==> src/rtl/polling_sequencer_if.sv <==
// Link-controller enable, ordered-set transmit handshake and per-lane receive status of the polling sequencer.
interface polling_sequencer_if #(
   parameter int NUM_LANES = 1
);
   logic                 polling_en_i;
   logic [NUM_LANES-1:0] lane_mask_i;
   logic                 os_req_o;
   logic                 os_type_o;
   logic                 os_ack_i;
   logic [NUM_LANES-1:0] os_lane_en_o;
   logic [NUM_LANES-1:0] rx_os_valid_i;
   logic [NUM_LANES-1:0] rx_os_type_i;
   logic [NUM_LANES-1:0] rx_os_pad_i;
   logic [1:0]           state_o;
   logic                 done_o;
   logic                 fail_o;

   modport master (
      input  polling_en_i, lane_mask_i, os_ack_i, rx_os_valid_i, rx_os_type_i, rx_os_pad_i,
      output os_req_o, os_type_o, os_lane_en_o, state_o, done_o, fail_o
   );

   modport slave (
      output polling_en_i, lane_mask_i, os_ack_i, rx_os_valid_i, rx_os_type_i, rx_os_pad_i,
      input  os_req_o, os_type_o, os_lane_en_o, state_o, done_o, fail_o
   );
endinterface

==> src/rtl/polling_sequencer.sv <==
// Polling.Active / Polling.Configuration sequencer: TS1/TS2 requests, per-lane consecutive-match tracking, timeout.
// Outputs are registered, one cycle after the deciding edge; os_req_o holds until os_ack_i, and a drop on abort/exit is tolerated.
module polling_sequencer #(
   parameter int NUM_LANES      = 1,
   parameter int TX_TS1_MIN     = 1024,
   parameter int RX_MATCH_MIN   = 8,
   parameter int TS2_TX_AFTER   = 16,
   parameter int TIMEOUT_CYCLES = 6000000
) (
   input logic               clk_i,
   input logic               rst_i,
   polling_sequencer_if.master bus
);
   localparam int TXW = $clog2(TX_TS1_MIN + 1);
   localparam int RXW = $clog2(RX_MATCH_MIN + 1);
   localparam int T2W = $clog2(TS2_TX_AFTER + 1);
   localparam int TMW = $clog2(TIMEOUT_CYCLES);
   localparam logic [TXW-1:0] TX_MAX  = TXW'(TX_TS1_MIN);
   localparam logic [RXW-1:0] RX_MAX  = RXW'(RX_MATCH_MIN);
   localparam logic [T2W-1:0] T2_MAX  = T2W'(TS2_TX_AFTER);
   localparam logic [TMW-1:0] TM_LAST = TMW'(TIMEOUT_CYCLES - 1);

   typedef enum logic [1:0] {
      S_IDLE   = 2'd0,
      S_ACTIVE = 2'd1,
      S_CONFIG = 2'd2,
      S_HOLD   = 2'd3
   } state_t;

   state_t               r_state, w_state_nxt;
   logic [NUM_LANES-1:0] r_lane_en, w_lane_nxt;
   logic [TXW-1:0]       r_tx_cnt, w_tx_nxt;
   logic [T2W-1:0]       r_tx2_cnt, w_tx2_nxt;
   logic [RXW-1:0]       r_rx_cnt [NUM_LANES];
   logic [RXW-1:0]       w_rx_nxt [NUM_LANES];
   logic [TMW-1:0]       r_timer, w_timer_nxt;
   logic                 r_done, r_fail, w_done_nxt, w_fail_nxt;
   logic                 w_run, w_ack, w_all_sat, w_any_rx, w_clr;
   logic [NUM_LANES-1:0] w_match;

   // Exit decisions look only at registered counters; strobes affect them one edge later.
   always_comb begin
      w_run     = (r_state == S_ACTIVE) || (r_state == S_CONFIG);
      w_ack     = w_run && bus.os_ack_i;
      w_all_sat = 1'b1;
      w_any_rx  = 1'b0;
      w_match   = '0;
      for (int i = 0; i < NUM_LANES; i++) begin
         if (r_lane_en[i]) begin
            if (r_rx_cnt[i] != RX_MAX) w_all_sat = 1'b0;
            if (r_rx_cnt[i] != '0)     w_any_rx  = 1'b1;
         end
         w_match[i] = bus.rx_os_valid_i[i] && bus.rx_os_pad_i[i] &&
                      ((r_state == S_ACTIVE) || bus.rx_os_type_i[i]);
      end
   end

   always_comb begin
      w_state_nxt = r_state;
      w_done_nxt  = 1'b0;
      w_fail_nxt  = 1'b0;
      w_lane_nxt  = r_lane_en;
      case (r_state)
         S_IDLE: begin
            if (bus.polling_en_i) begin
               if (|bus.lane_mask_i) begin
                  w_state_nxt = S_ACTIVE;
                  w_lane_nxt  = bus.lane_mask_i;
               end else begin
                  w_state_nxt = S_HOLD;
                  w_fail_nxt  = 1'b1;
               end
            end
         end
         S_ACTIVE: begin
            if (!bus.polling_en_i) begin
               w_state_nxt = S_IDLE;
            end else if ((r_tx_cnt == TX_MAX) && w_all_sat && w_ack) begin
               w_state_nxt = S_CONFIG;
            end else if (r_timer == TM_LAST) begin
               w_state_nxt = S_HOLD;
               w_fail_nxt  = 1'b1;
            end
         end
         S_CONFIG: begin
            if (!bus.polling_en_i) begin
               w_state_nxt = S_IDLE;
            end else if (w_all_sat && (r_tx2_cnt == T2_MAX)) begin
               w_state_nxt = S_HOLD;
               w_done_nxt  = 1'b1;
            end else if (r_timer == TM_LAST) begin
               w_state_nxt = S_HOLD;
               w_fail_nxt  = 1'b1;
            end
         end
         default: begin
            if (!bus.polling_en_i) w_state_nxt = S_IDLE;
         end
      endcase
      if (w_state_nxt == S_IDLE) w_lane_nxt = '0;
   end

   // Every state change restarts the timer and all set counters.
   always_comb begin
      w_clr       = (w_state_nxt != r_state);
      w_tx_nxt    = r_tx_cnt;
      w_tx2_nxt   = r_tx2_cnt;
      w_timer_nxt = r_timer;
      for (int i = 0; i < NUM_LANES; i++) w_rx_nxt[i] = r_rx_cnt[i];
      if (w_clr) begin
         w_tx_nxt    = '0;
         w_tx2_nxt   = '0;
         w_timer_nxt = '0;
         for (int i = 0; i < NUM_LANES; i++) w_rx_nxt[i] = '0;
      end else if (w_run) begin
         w_timer_nxt = r_timer + TMW'(1);
         if ((r_state == S_ACTIVE) && w_ack && (r_tx_cnt != TX_MAX))
            w_tx_nxt = r_tx_cnt + TXW'(1);
         if ((r_state == S_CONFIG) && w_ack && w_any_rx && (r_tx2_cnt != T2_MAX))
            w_tx2_nxt = r_tx2_cnt + T2W'(1);
         for (int i = 0; i < NUM_LANES; i++) begin
            if (r_lane_en[i] && bus.rx_os_valid_i[i]) begin
               if (!w_match[i])                w_rx_nxt[i] = '0;
               else if (r_rx_cnt[i] != RX_MAX) w_rx_nxt[i] = r_rx_cnt[i] + RXW'(1);
            end
         end
      end
   end

   always_ff @(posedge clk_i or posedge rst_i) begin
      if (rst_i) begin
         r_state   <= S_IDLE;
         r_lane_en <= '0;
         r_tx_cnt  <= '0;
         r_tx2_cnt <= '0;
         r_timer   <= '0;
         r_done    <= 1'b0;
         r_fail    <= 1'b0;
         for (int i = 0; i < NUM_LANES; i++) r_rx_cnt[i] <= '0;
      end else begin
         r_state   <= w_state_nxt;
         r_lane_en <= w_lane_nxt;
         r_tx_cnt  <= w_tx_nxt;
         r_tx2_cnt <= w_tx2_nxt;
         r_timer   <= w_timer_nxt;
         r_done    <= w_done_nxt;
         r_fail    <= w_fail_nxt;
         for (int i = 0; i < NUM_LANES; i++) r_rx_cnt[i] <= w_rx_nxt[i];
      end
   end

   assign bus.state_o      = r_state;
   assign bus.os_req_o     = (r_state == S_ACTIVE) || (r_state == S_CONFIG);
   assign bus.os_type_o    = (r_state == S_CONFIG);
   assign bus.os_lane_en_o = r_lane_en;
   assign bus.done_o       = r_done;
   assign bus.fail_o       = r_fail;
endmodule

==> src/flat_wrapper.sv <==
// flat-port wrapper written by rule: the top's interface ports become plain ports
module polling_sequencer_flat 
#(
   parameter int NUM_LANES      = 1,
   parameter int TX_TS1_MIN     = 1024,
   parameter int RX_MATCH_MIN   = 8,
   parameter int TS2_TX_AFTER   = 16,
   parameter int TIMEOUT_CYCLES = 6000000
)
  (clk_i, rst_i, bus_polling_en_i, bus_lane_mask_i, bus_os_ack_i, bus_rx_os_valid_i, bus_rx_os_type_i, bus_rx_os_pad_i, bus_os_req_o, bus_os_type_o, bus_os_lane_en_o, bus_state_o, bus_done_o, bus_fail_o);
  polling_sequencer_if #(.NUM_LANES(NUM_LANES)) bus_i ();
  input logic clk_i;
  input logic rst_i;
  input wire logic [$bits(bus_i.polling_en_i)-1:0] bus_polling_en_i;
  input wire logic [$bits(bus_i.lane_mask_i)-1:0] bus_lane_mask_i;
  input wire logic [$bits(bus_i.os_ack_i)-1:0] bus_os_ack_i;
  input wire logic [$bits(bus_i.rx_os_valid_i)-1:0] bus_rx_os_valid_i;
  input wire logic [$bits(bus_i.rx_os_type_i)-1:0] bus_rx_os_type_i;
  input wire logic [$bits(bus_i.rx_os_pad_i)-1:0] bus_rx_os_pad_i;
  output wire logic [$bits(bus_i.os_req_o)-1:0] bus_os_req_o;
  output wire logic [$bits(bus_i.os_type_o)-1:0] bus_os_type_o;
  output wire logic [$bits(bus_i.os_lane_en_o)-1:0] bus_os_lane_en_o;
  output wire logic [$bits(bus_i.state_o)-1:0] bus_state_o;
  output wire logic [$bits(bus_i.done_o)-1:0] bus_done_o;
  output wire logic [$bits(bus_i.fail_o)-1:0] bus_fail_o;
  assign bus_i.polling_en_i = bus_polling_en_i;
  assign bus_i.lane_mask_i = bus_lane_mask_i;
  assign bus_i.os_ack_i = bus_os_ack_i;
  assign bus_i.rx_os_valid_i = bus_rx_os_valid_i;
  assign bus_i.rx_os_type_i = bus_rx_os_type_i;
  assign bus_i.rx_os_pad_i = bus_rx_os_pad_i;
  assign bus_os_req_o = bus_i.os_req_o;
  assign bus_os_type_o = bus_i.os_type_o;
  assign bus_os_lane_en_o = bus_i.os_lane_en_o;
  assign bus_state_o = bus_i.state_o;
  assign bus_done_o = bus_i.done_o;
  assign bus_fail_o = bus_i.fail_o;
  polling_sequencer #(.NUM_LANES(NUM_LANES), .TX_TS1_MIN(TX_TS1_MIN), .RX_MATCH_MIN(RX_MATCH_MIN), .TS2_TX_AFTER(TS2_TX_AFTER), .TIMEOUT_CYCLES(TIMEOUT_CYCLES)) u_core (.clk_i(clk_i), .rst_i(rst_i), .bus(bus_i));
endmodule
==> config.mk <==
export PLATFORM = sky130hd
export DESIGN_NAME = polling_sequencer_flat
export DESIGN_NICKNAME = d
export VERILOG_FILES = /design/src/rtl/polling_sequencer_if.sv /design/src/rtl/polling_sequencer.sv /design/src/flat_wrapper.sv
export SDC_FILE = /design/constraint.sdc
export NUM_CORES = 1
export LEC_CHECK = 0
export BUFFER_PORTS_ARGS = -buffer_cell sky130_fd_sc_hd__buf_2
export CAP_MARGIN = 20
export CORE_MARGIN = 3
export CORE_UTILIZATION = 56
export DETAILED_ROUTE_END_ITERATION = 8
export PLACE_DENSITY = 0.8
export SLEW_MARGIN = 20
export SYNTH_ARGS = -nofsm -noshare
export SYNTH_HDL_FRONTEND = slang
export SYNTH_SLANG_ARGS = --single-unit
==> constraint.sdc <==
create_clock -name clk_i -period 2.8 [get_ports clk_i]
set_input_delay 0.14 -clock clk_i [delete_from_list [all_inputs] [get_ports clk_i]]
set_output_delay 0.14 -clock clk_i [all_outputs]
set_load 0.05 [all_outputs]
After elaboration in Yosys (flattened, before gate mapping)
Index checks and enable logic that the tools add are counted.
W data, S select, Z words.
- logic and storage cells: 91
- output and inout bits: 7
- flip-flop bits (word level): 48
- input bits: 8
- muxes and demuxes: 41
- reductions and logical operators: 28
- add/sub/neg operators: 4
- eq/ne operators: 10
- operator list (cell ; number):
    $mux W23 ; 2
    $mux W11 ; 3
    $add A23 B1 Y23 const B ; 1
    $eq A23 B23 Y1 const B ; 1
    $mux W4 ; 5
    $mux W1 ; 18
    $mux W2 ; 8
    $mux W5 ; 3
    $reduce_bool A2 Y1 ; 7
    $logic_and A1 B1 Y1 ; 12
    $add A11 B1 Y11 const B ; 1
    $eq A11 B11 Y1 const B ; 1
    $ne A11 B11 Y1 const B ; 1
    $pmux W2 S3 ; 1
    $reduce_and A3 Y1 ; 2
    $add A5 B1 Y5 const B ; 1
    $eq A5 B5 Y1 const B ; 1
    $ne A5 B5 Y1 const B ; 1
    $add A4 B1 Y4 const B ; 1
    $logic_not A2 Y1 ; 2
    $ne A4 B4 Y1 const B ; 1
    $reduce_and A2 Y1 ; 2
    $reduce_bool A4 Y1 ; 1
    $ne A3 B2 Y1 const B ; 1
    5 further kinds ; 6

Depth between registers and ports, before layout
Gate-level depths: netlist of run 1.
- depth in word-level cells: 11
- mapped depth: 9
- gate-level depth less buffers: 7

Worst setup path before layout of run 1
OpenSTA, ideal clock, no wires.
- path kind: register to register
- start: reg u_core.r_state[0], in the netlist u_core.bus.state_o[0]
- end: reg u_core.r_timer[13]
- buffers on the path: 1
- required time: 2.699 ns
- cell stages (with the launch flop): 9
- library setup time: 0.101 ns
- path slack: -0.232 ns
- arrival: 2.931 ns
- clock period less this slack: 3.032 ns
- cell sequence: dfrtp_1 -> inv_1 -> ha_1 -> buf_2 -> nand3_1 -> nor4_1 -> nand4_1 -> xor2_1 -> nor4_1
- word-level cells in the longest chain between the ends: 9
- elaborated cells between the ends (all ways): 17
- those cells by class: eq/ne: 3; mux: 9; reduce/logical: 5
- ends and longest elaborated chain (item ; RTL line ; RTL):
    from (decl) ; polling_sequencer.sv:30 ; state_t r_state, w_state_nxt;
    from (signal assigned) ; polling_sequencer.sv:141 ; r_state <= w_state_nxt;
    $eq A2 B1 Y1 / $eq A2 B2 Y1 (equally long branches) ; -- ;
    $logic_or A1 B1 Y1 * ; -- ;
    via bus_os_req_o ; flat_wrapper.sv:20 ; output wire logic [$bits(bus_i.os_req_o)-1:0] bus_os_req_o;
    $logic_and A1 B1 Y1 ; polling_sequencer.sv:44 ; w_ack = w_run && bus.os_ack_i;
    $logic_and A1 B1 Y1 ; polling_sequencer.sv:78 ; end else if ((r_tx_cnt == TX_MAX) && w_all_sat && w_ack) begin
    $mux W2 ; polling_sequencer.sv:78 ;
    $mux W2 ; polling_sequencer.sv:76 ; if (!bus.polling_en_i) begin
    $pmux W2 S3 ; polling_sequencer.sv:63 ; case (r_state)
    $ne A2 B2 Y1 ; polling_sequencer.sv:105 ; w_clr = (w_state_nxt != r_state);
    $mux W23 / $reduce_bool A2 Y1 (equally long branches) ; -- ;
    to (signal assigned) ; polling_sequencer.sv:145 ; r_timer <= w_timer_nxt;
    to (decl) ; polling_sequencer.sv:36 ; logic [TMW-1:0] r_timer, w_timer_nxt;
Mark *: on every way through the listed nets, which the timed path passes. The rest lies on a longest branch.
A chain may end at the register's enable or synchronous reset.

Final worst setup path of run 1
- start: reg u_core.r_state[0], in the netlist u_core.bus.state_o[0]
- end: reg u_core.r_rx_cnt[1] (netlist bit)
- word-level cells in the longest chain between the ends: 10
- elaborated cells between the ends (all ways): 25
- those cells by class: eq/ne: 4; mux: 12; reduce/logical: 9
- ends and longest elaborated chain (item ; RTL line ; RTL):
    $eq A2 B1 Y1 / $eq A2 B2 Y1 (equally long branches) ; polling_sequencer.sv:43, polling_sequencer.sv:54, polling_sequencer.sv:63 ;
    $logic_or A1 B1 Y1 ; polling_sequencer.sv:43 ; w_run = (r_state == S_ACTIVE) || (r_state == S_CONFIG);
    $logic_and A1 B1 Y1 ; polling_sequencer.sv:44 ;
    $logic_and A1 B1 Y1 ; polling_sequencer.sv:78 ;
    $mux W2 ; polling_sequencer.sv:78 ;
    $mux W2 ; polling_sequencer.sv:76 ;
    $pmux W2 S3 ; polling_sequencer.sv:63 ;
    $ne A2 B2 Y1 ; polling_sequencer.sv:105 ;
    $ne A3 B2 Y1 (no source line) / $reduce_bool A2 Y1 (equally long branches) ; -- ;
    $reduce_and A3 Y1 (no source line) ; -- ;
    to (decl) ; polling_sequencer.sv:34 ; logic [RXW-1:0] r_rx_cnt [NUM_LANES];
Parallel ways exist; a longest one is shown, timed or not. The select of a mux whose other input is x is not followed.

==> run metrics, run 1 <==
status=complete, but fails checks; failing checks=hold timing; GRT Overall Usage=20.69%; synthesis-to-layout area growth=7.731%; Critical Path RT=2980 ps; worst hold slack=-26.26 ps; Worst Tran Pin Value=814.8 ps; syn_nets=329; Cells after Synth=310; Final Hold Fails=48; Skew-Pair Late Insertion Delay=300 ps; Synth area leader=dfrtp_1; crit path time final=2586 ps; final cycle utilization of the critical path=92.37%; CP Class=reg -> reg; Post-Layout Cell Count=390; # IOs=15; # hold bufs at CTS=0; RR Startpoint=u_core.bus.state_o[0]$_DFF_PP0_; Core Box Area=0.004911 mm^2; Initial Utilization=60.31%; Sum Neg Setup Slack=0 ps; Die ar.=0.006197 mm^2; CTS tree=built; DRC errors left=0; Die Span Y=78.72 um; first-pass GRT wire length=10,490 um; Routed WL=5967 um; Setup crit end kind=flop; r2r setup slk=210 ps; DRT antenna net count=0; setup violators final=0; Achievable Freq=386.6 MHz; Static Leak=0.001264 uW; clk_skew=13.99 ps; post-cts sizing count=0; Synth cell types=50; layout cell share with drive strength beyond 1=13.31%; Final Util=64.97%; Max IR drop VDD=0.0008268 V; row count=25; Synth Flop Type=dfrtp_1; most area-consuming cells after synthesis=dfrtp_1 (41%), nor4_1 (9.1%), xor2_1 (6.2%); drt initial violations=159; Num Clock Sinks=48; initial antenna violation count=0; # Max-Cap Violations=0; Synth top area share=40.56%; Max FO, Critical Path=43; reg2reg end=u_core.r_rx_cnt[1]$_DFFE_PP0P_; Critical Path End=u_core.r_rx_cnt[1]$_DFFE_PP0P_; max-slew violation count=0; nets@finish=341; cell area after synthesis=0.002962 mm^2; ANT cells=0; FILL cells=415; placed inst area=0.003095 mm^2; Post-synth EDFFs=0; largest net degree at the start of global routing=49; Root Driver=clkbuf_8; P per Cell Area=766.3 mW/mm^2; H-tree depth=2; YS warnings=0; TritonCTS Buffers=5; vias per inst=6.038; vias in the first global route=2,290; post-synthesis sequential area ratio=40.56%; syn avg cell area=9.554 um^2; R2R depth=7; First-pass DRT Iterations=4; port bufs=14; post-DP HPWL=4063 um; Design Area, Final=0.003191 mm^2; Final GP Congestion=0.8726; Placed Cells=382; chip width=78.72 um; Critical Path AT=2770 ps; CP Launch Type=flop; ys async rst share=100.0%; Setup Fix Bufs, Post-CTS=0; Max clock buf depth=2; overflow left after global routing=0; Hold WC Path Type=in -> async; wire length per cell=15.30 um; Slew headroom=45.61%; clock-pin transition on the worst setup and hold timing paths=90 ps; Crit. Startpoint=u_core.bus.state_o[0]$_DFF_PP0_; Synth Register Bits=48; vias=2,355; unrepaired setup endpoints after global routing=false
==> cell families (layout without fill, tap and decap cells) <==
family,Yosys count,in the layout,synth area share (%)
simple gates,149,149,29.87
flops,48,48,40.56
compound gates,36,36,7.985
xor+xnor,35,35,10.35
buf+inv,27,40,5.027
fa+ha+maj,11,11,4.647
mux,4,4,1.563
==> report_power, final <==
part | leakage, uW | switching [uW] | internal (uW)
clock | 0.0000445 | 219 | 201
sequential | 0.000663 | 59.8 | 738
combinational | 0.000557 | 871 | 356
total | 0.00126 | 1150 | 1290
==> flip-flops by register name, indices dropped and copies added, names as in the netlist <==
signal / cells
u_core.r_timer: 23
u_core.bus.done_o: 1
u_core.bus.state_o: 2
u_core.r_tx2_cnt: 5
u_core.r_rx_cnt: 4
u_core.bus.os_lane_en_o: 1
u_core.bus.fail_o: 1
u_core.r_tx_cnt: 11
==> worst min-delay path by stage <==
stage	from	cells past startpoint	slack, ps	end
2_1_floorplan	bus_lane_mask_i	2	310	u_core.bus.fail_o$_DFF_PP0_
3_3_place_gp	bus_lane_mask_i	3	430	u_core.bus.fail_o$_DFF_PP0_
3_5_place_dp	rst_i	2	440	u_core.r_timer[9]$_DFFE_PP0P_
4_1_cts	rst_i	2	120	u_core.r_timer[3]$_DFFE_PP0P_
5_1_grt	rst_i	2	30	u_core.r_timer[11]$_DFFE_PP0P_
6_report	rst_i	2	-30	u_core.r_timer[10]$_DFFE_PP0P_
==> critical path, stage by stage (launching register included) <==
cell	delay [ps]
dfrtp_2	440
inv_1	120
ha_1	410
nand2_1	160
nor2_1	50
a31oi_1	350
mux2_4	530
nor4_1	390
==> placed cells by master, fill, tap and decap left out, types with 3 or more instances in the layout <==
cell,Yosys,layout
nor3b_1,3,3
and3_1,5,5
xor2_1,21,21
nand4_1,12,12
a21oi_1,10,10
nand3_1,13,13
a31oi_1,3,3
nand2_1,23,23
inv_1,12,11
buf_4,1,5
nor4_2,5,7
nor4_1,43,41
o21ai_0,6,6
and4_1,4,4
nor3_1,6,6
xnor2_1,14,14
and2_1,5,5
dfrtp_1,48,46
clkbuf_8,0,6
nor2_1,17,17
buf_2,5,14
ha_1,11,11
==> final cells by class <==
type,instances,area [um^2],area share [%]
Tap cell,67,83.83,2.627
Clock inverter,1,7.507,0.2353
Timing Repair Buffer,20,127.6,4.000
Sequential cell,48,1204,37.73
Inverter,12,46.29,1.451
Multi-Input combinational cell,235,1635,51.25
Clock buffer,7,86.33,2.706
==> cell usage after synthesis (3+ instances only) <==
library cell and instances:
dfrtp_1 48, nor4_1 43, nand2_1 23, xor2_1 21, nor2_1 17, xnor2_1 14, nand3_1 13, inv_1 12
nand4_1 12, ha_1 11, a21oi_1 10, nor3_1 6, o21ai_0 6, and2_1 5, and3_1 5, buf_2 5
buf_6 5, nor4_2 5, and4_1 4, clkbuf_1 4, a31oi_1 3, nor3b_1 3
==> metrics by stage <==
step / power (uW) / hold slack [ps] / worst slack, ps
6_report: 2445 / -26.26 / 213.5
2_1_floorplan: 1763 / 309.5 / 60.70
3_5_place_dp: 2039 / 435.1 / 231.9
4_1_cts: 2464 / 118.3 / 217.8
5_1_grt: 2602 / 34.34 / 9.472
3_3_place_gp: 2018 / 433.9 / 325.4
==> per-layer routing <==
metal / vias up / track usage (%) / wire length (um)
li1: 1179 / - / -
met1: 1128 / 28.14 / 2816
met2: 39 / 33.79 / 2883
met3: 9 / 3.628 / 193
met4: 0 / 6.294 / 74
met5: - / 0 / 0
No activity file was read; power rests on OpenSTA's default activity.
==> run 2: changes to the inputs <==
Settings changed: REMOVE_ABC_BUFFERS from default to 1.
==> run metrics, run 2 (synthesized netlist as in run 1, its figures left out) <==
CP Class=reg -> reg; Placed Cells=385 (+0.79%); FILL cells=396 (-4.6%); biggest regs=u_core.r_timer x23, u_core.r_tx_cnt x11, u_core.r_tx2_cnt x5; failing checks=hold timing; # hold bufs at CTS=0 (unchanged); # IOs=15 (unchanged); vias=2,473 (+5.0%); status=complete, but fails checks; vias per inst=6.293 (+4.2%); overflow left after global routing=0 (unchanged); TritonCTS Buffers=5 (unchanged); Final GP Congestion=0.9259 (+6.1%); Die Span Y=78.72 um (unchanged); max-slew violation count=0 (unchanged); clock-pin transition on the worst setup and hold timing paths=100 ps (about the same); Core Box Area=0.004911 mm^2 (unchanged); row count=25 (unchanged); P per Cell Area=794.1 mW/mm^2 (+3.6%); port bufs=14 (unchanged); Num Clock Sinks=48 (unchanged); Max clock buf depth=2 (unchanged); ANT cells=0 (unchanged); # Max-Cap Violations=0 (unchanged); vias in the first global route=2,462 (+7.5%); Initial Utilization=60.31% (unchanged); most frequent cells in the layout=dfrtp_1 (47), nor4_1 (42), nand2_1 (23); chip width=78.72 um (unchanged); Reg with most FFs=u_core.r_timer; initial antenna violation count=0 (unchanged); First-pass DRT Iterations=5 (+1); Die ar.=0.006197 mm^2 (unchanged); Post-Layout Cell Count=393 (+0.77%); Setup crit end kind=flop; commonest non-fill, non-tap cell in the layout=dfrtp_1; CTS tree=built; post-DP HPWL=4156 um (+2.3%); Slew headroom=44.92% (-0.69 points); GRT Overall Usage=22.63% (+1.9 points); largest net degree at the start of global routing=49 (unchanged); Max FO, Critical Path=30 (-30%); CP Launch Type=flop; Final Hold Fails=48 (unchanged); Max IR drop VDD=0.0007518 V (-9.1%); Achievable Freq=389.2 MHz (+0.66%); crit path time final=2570 ps (-16.88 ps); max reg flops=23 (unchanged); drt initial violations=260 (+64%); worst hold slack=-38.46 ps (-12.21 ps); Static Leak=0.001292 uW (+2.2%); clk_skew=16.37 ps (+2.380 ps); final cycle utilization of the critical path=91.77% (-0.60 points); H-tree depth=2 (unchanged); Worst Tran Pin Value=825.2 ps (+10.41 ps); Critical Path AT=2770 ps (about the same); nets@finish=344 (+0.88%); layout cell share with drive strength beyond 1=13.50% (+0.18 points); synthesis-to-layout area growth=8.703%; DRC errors left=0 (unchanged); unrepaired setup endpoints after global routing=false; Critical Path RT=3000 ps (+20 ps); Root Driver=clkbuf_8; Hold WC Path Type=in -> async; first-pass GRT wire length=11,390 um (+8.6%); wire length per cell=16.29 um (+6.5%); Skew-Pair Late Insertion Delay=310 ps (about the same); setup violators final=0 (unchanged); DRT antenna net count=0 (unchanged); Routed WL=6403 um (+7.3%)
run 2: cell count changes in the layout (fill, tap and decap cells not counted):
| cell | previous run | this run |
|---|---|---|
| nor4_1 | 41 | 42 |
| clkinvlp_4 | 1 | 0 |
| dfrtp_2 | 2 | 1 |
| nor4_2 | 7 | 6 |
| bufinv_16 | 0 | 1 |
| clkinv_2 | 1 | 2 |
| buf_4 | 5 | 8 |
| dfrtp_1 | 46 | 47 |
| clkbuf_8 | 6 | 5 |
run 2: final timing paths:
kind | startpoint | to | slack (ps) | cells past startpoint
worst max-delay path | u_core.bus.state_o[1]$_DFF_PP0_ | u_core.r_rx_cnt[0]$_DFFE_PP0P_ | 230 | 8
worst min-delay path | rst_i | u_core.r_timer[0]$_DFFE_PP0P_ | -40 | 2
worst max register to register | u_core.bus.state_o[1]$_DFF_PP0_ | u_core.r_rx_cnt[0]$_DFFE_PP0P_ | 230 | 8
worst min register to register | u_core.r_tx_cnt[10]$_DFFE_PP0P_ | u_core.r_tx_cnt[10]$_DFFE_PP0P_ | 550 | 2
max in group asynchronous | rst_i | u_core.bus.state_o[1]$_DFF_PP0_ | 2320 | 2
min in group clk_i | bus_lane_mask_i | u_core.bus.fail_o$_DFF_PP0_ | 120 | 3
run 2: power by group:
part           total, uW  internal (uW)  switching, uW
clock                500            265            234
combinational       1270            363            910
sequential           784            736           48.0
total               2560           1360           1190
run 2: metal layers:
layer / global-route usage, % / routed length (um) / up-vias
li1: - / - / 1175
met1: 32.05 / 2949 / 1200
met2: 35.23 / 3025 / 87
met3: 4.082 / 343 / 11
met4: 7.343 / 85 / 0
met5: 0 / 0 / -
run 2: worst max-delay path: stages (launching register included):
cell	delay, ps
dfrtp_2	440
inv_1	110
ha_1	250
nor4bb_1	160
a311o_1	320
a311o_1	380
o21a_1	220
buf_4	240
nor4_1	330
run 2: timing repair:
action                                 in CTS  in global routing
endpoints found under the hold margin       0                  0
setup endpoints to repair                   0                  5
resized for setup                           0                  2
setup buffers                               0                  0
run 2: cell type report:
type                            count  area (um^2)  share of cell area (%)
Multi-Input combinational cell    235         1629                   50.60
Sequential cell                    48         1202                   37.35
Timing Repair Buffer               23        150.1                   4.664
Tap cell                           67        83.83                   2.604
Clock buffer                        6        72.57                   2.254
Inverter                           12        46.29                   1.438
Clock inverter                      2        35.03                   1.088
run 2: metrics by stage:
step           setup slack, ps  util [%]  power [uW]  TNS, ps  instance area, um^2
2_1_floorplan            -1353         -        1632   -58050                 2858
3_5_place_dp             168.8     63.18        2051        0                 3103
6_report                 230.4     65.55        2557        0                 3219
5_1_grt                  41.69     65.55        2711        0                 3219
4_1_cts                  154.0     65.38        2549        0                 3211
3_3_place_gp             307.6     63.18        2004        0                 3103
==> run 3: changes to the inputs <==
Settings changed: CTS_CLUSTER_DIAMETER from default to 120, MAX_ROUTING_LAYER from default to met4.
==> run metrics, run 3 (synthesized netlist as in run 1, its figures left out) <==
Core Box Area=0.004911 mm^2 (unchanged); largest net degree at the start of global routing=49 (unchanged); max incr delay on CP=450 ps (about the same); Hold WC Path Type=in -> async; ANT cells=0 (unchanged); Setup crit end kind=flop; CTS tree=built; vias=2,506 (+1.3%); Reg with most FFs=u_core.r_timer; Critical Path RT=3000 ps (about the same); Final GP Congestion=0.9260 (about the same); Final Hold Fails=48 (unchanged); Final Util=65.15% (-0.41 points); row count=25 (unchanged); worst path bufs/invs=2 (unchanged); Cell Chain, Critical Path=inv_1, ha_1, nor4bb_1, a311o_1, a311o_1, o21a_1, buf_4, nor4_1; nets@finish=344 (unchanged); max-slew violation count=0 (unchanged); clk_skew=10.20 ps (-6.162 ps); setup violators final=0 (unchanged); DRT antenna net count=0 (unchanged); Achievable Freq=386.8 MHz (-0.62%); wire length per cell=15.67 um (-3.8%); Initial Utilization=60.31% (unchanged); # Max-Cap Violations=0 (unchanged); DRC errors left=0 (unchanged); most frequent cells in the layout=dfrtp_1 (47), nor4_1 (43), nand2_1 (23); drt initial violations=189 (-27%); synthesis-to-layout area growth=8.027%; vias in the first global route=2,418 (-1.8%); Max clock buf depth=2 (unchanged); GRT Overall Usage=22.29% (-0.34 points); chip width=78.72 um (unchanged); CP Class=reg -> reg; # IOs=15 (unchanged); Max IR drop VDD=0.0007034 V (-6.4%); first-pass GRT wire length=10,840 um (-4.8%); fin worst setup slack=214.4 ps (-15.94 ps); failing checks=hold timing; Routed WL=6159 um (-3.8%); max reg flops=23 (unchanged); crit-path leading delay family=compound AO/OA/AOI/OAI gates; Critical Path AT=2790 ps (+20 ps); post-DP HPWL=4075 um (-1.9%); Place WS=152.5 ps (-16.36 ps); layout cell share with drive strength beyond 1=13.19% (-0.31 points); vias per inst=6.377 (+1.3%); Design Area, Final=0.003199 mm^2 (-0.62%); initial antenna violation count=0 (unchanged); clock-pin transition on the worst setup and hold timing paths=90 ps (about the same); First-pass DRT Iterations=5 (unchanged); Root Driver=clkbuf_8; H-tree depth=2 (unchanged); P per Cell Area=771.2 mW/mm^2 (-2.9%); most frequent cell on the critical path=a311o_1; commonest non-fill, non-tap cell in the layout=dfrtp_1; Worst Tran Pin Value=825.3 ps (+0.08816 ps); Sum Neg Setup Slack=0 ps (unchanged); unrepaired setup endpoints after global routing=false; Static Leak=0.001280 uW (-0.88%); critical path's slowest cell=dfrtp_2; Skew-Pair Late Insertion Delay=310 ps (about the same); biggest regs=u_core.r_timer x23, u_core.r_tx_cnt x11, u_core.r_tx2_cnt x5; worst hold slack=-58.43 ps (-19.97 ps); Slew headroom=44.98% (+0.058 points); crit path time final=2586 ps (+15.94 ps); Num Clock Sinks=48 (unchanged); status=complete, but fails checks; Setup Fix Bufs, Post-CTS=0 (unchanged); TritonCTS Buffers=5 (unchanged); CP Launch Type=flop; Max FO, Critical Path=30 (unchanged); overflow left after global routing=0 (unchanged); placed inst area=0.003103 mm^2 (unchanged); final cycle utilization of the critical path=92.34% (+0.57 points); Die Span Y=78.72 um (unchanged); port bufs=14 (unchanged); Die ar.=0.006197 mm^2 (unchanged)
==> run 3: cell types whose count changed in the layout (fill, tap and decap cells not counted) <==
cell / previous run / this run
bufinv_16: 1 / 0
clkbuf_8: 5 / 6
clkinv_2: 2 / 1
clkinvlp_4: 0 / 1
nor4_1: 42 / 43
nor4_2: 6 / 5
==> run 3: final cells by class <==
class | instances | area (um^2)
Tap cell | 67 | 83.83
Fill cell | 390 | 1712
Clock inverter | 1 | 7.507
Sequential cell | 48 | 1202
Clock buffer | 7 | 86.33
Multi-Input combinational cell | 235 | 1623
Inverter | 12 | 46.29
Timing Repair Buffer | 23 | 150.1
==> run 3: worst reg2reg max path, cell delays in order, from the launching register on <==
cell and delay, ps:
dfrtp_2 450, inv_1 110, ha_1 260, nor4bb_1 160, a311o_1 330, a311o_1 390
o21a_1 220, buf_4 240, nor4_1 320
==> run 3: stage by stage <==
step | hold WS [ps] | total power, uW | cells
after global placement | 427.5 | 2017 | 385
final | -58.43 | 2467 | 393
after global routing | 23.41 | 2629 | 393
after CTS | 95.93 | 2478 | 393
after detailed placement | 439.9 | 2041 | 385
after floorplan | 268.6 | 1632 | 295
==> run 3: path summary, 6_finish.rpt <==
check | startpoint | to | slack [ps] | cells after the start
max | u_core.bus.state_o[1]$_DFF_PP0_ | u_core.r_timer[8]$_DFFE_PP0P_ | 210 | 8
max in group asynchronous | rst_i | u_core.bus.state_o[1]$_DFF_PP0_ | 2310 | 2
min in group clk_i | bus_lane_mask_i | u_core.bus.fail_o$_DFF_PP0_ | 140 | 3
min reg2reg | u_core.r_tx_cnt[10]$_DFFE_PP0P_ | u_core.r_tx_cnt[10]$_DFFE_PP0P_ | 550 | 2
max reg2reg | u_core.bus.state_o[1]$_DFF_PP0_ | u_core.r_timer[8]$_DFFE_PP0P_ | 210 | 8
min | rst_i | u_core.r_tx_cnt[5]$_DFFE_PP0P_ | -60 | 2
==> run 3: repair_timing <==
| item | 4_1_cts | 5_1_grt |
|---|---|---|
| hold endpoints to repair | 0 | 0 |
| resized for setup | 0 | 1 |
| hold buffers | 0 | 0 |
| endpoints found under the setup margin | 0 | 11 |
==> run 3: metal layers <==
layer	vias up	global-route usage (%)	wire length (um)
met3	10	5.215	378
met1	1227	30.35	2899
met4	0	6.643	92
li1	1187	-	-
met2	82	33.45	2788
met5	-	-	0
==> run 3: where the power goes <==
part / leakage, uW / internal (uW) / switching, uW
logic: 0.000572 / 361 / 883
clock network: 0.0000445 / 201 / 234
registers: 0.000664 / 736 / 51.4
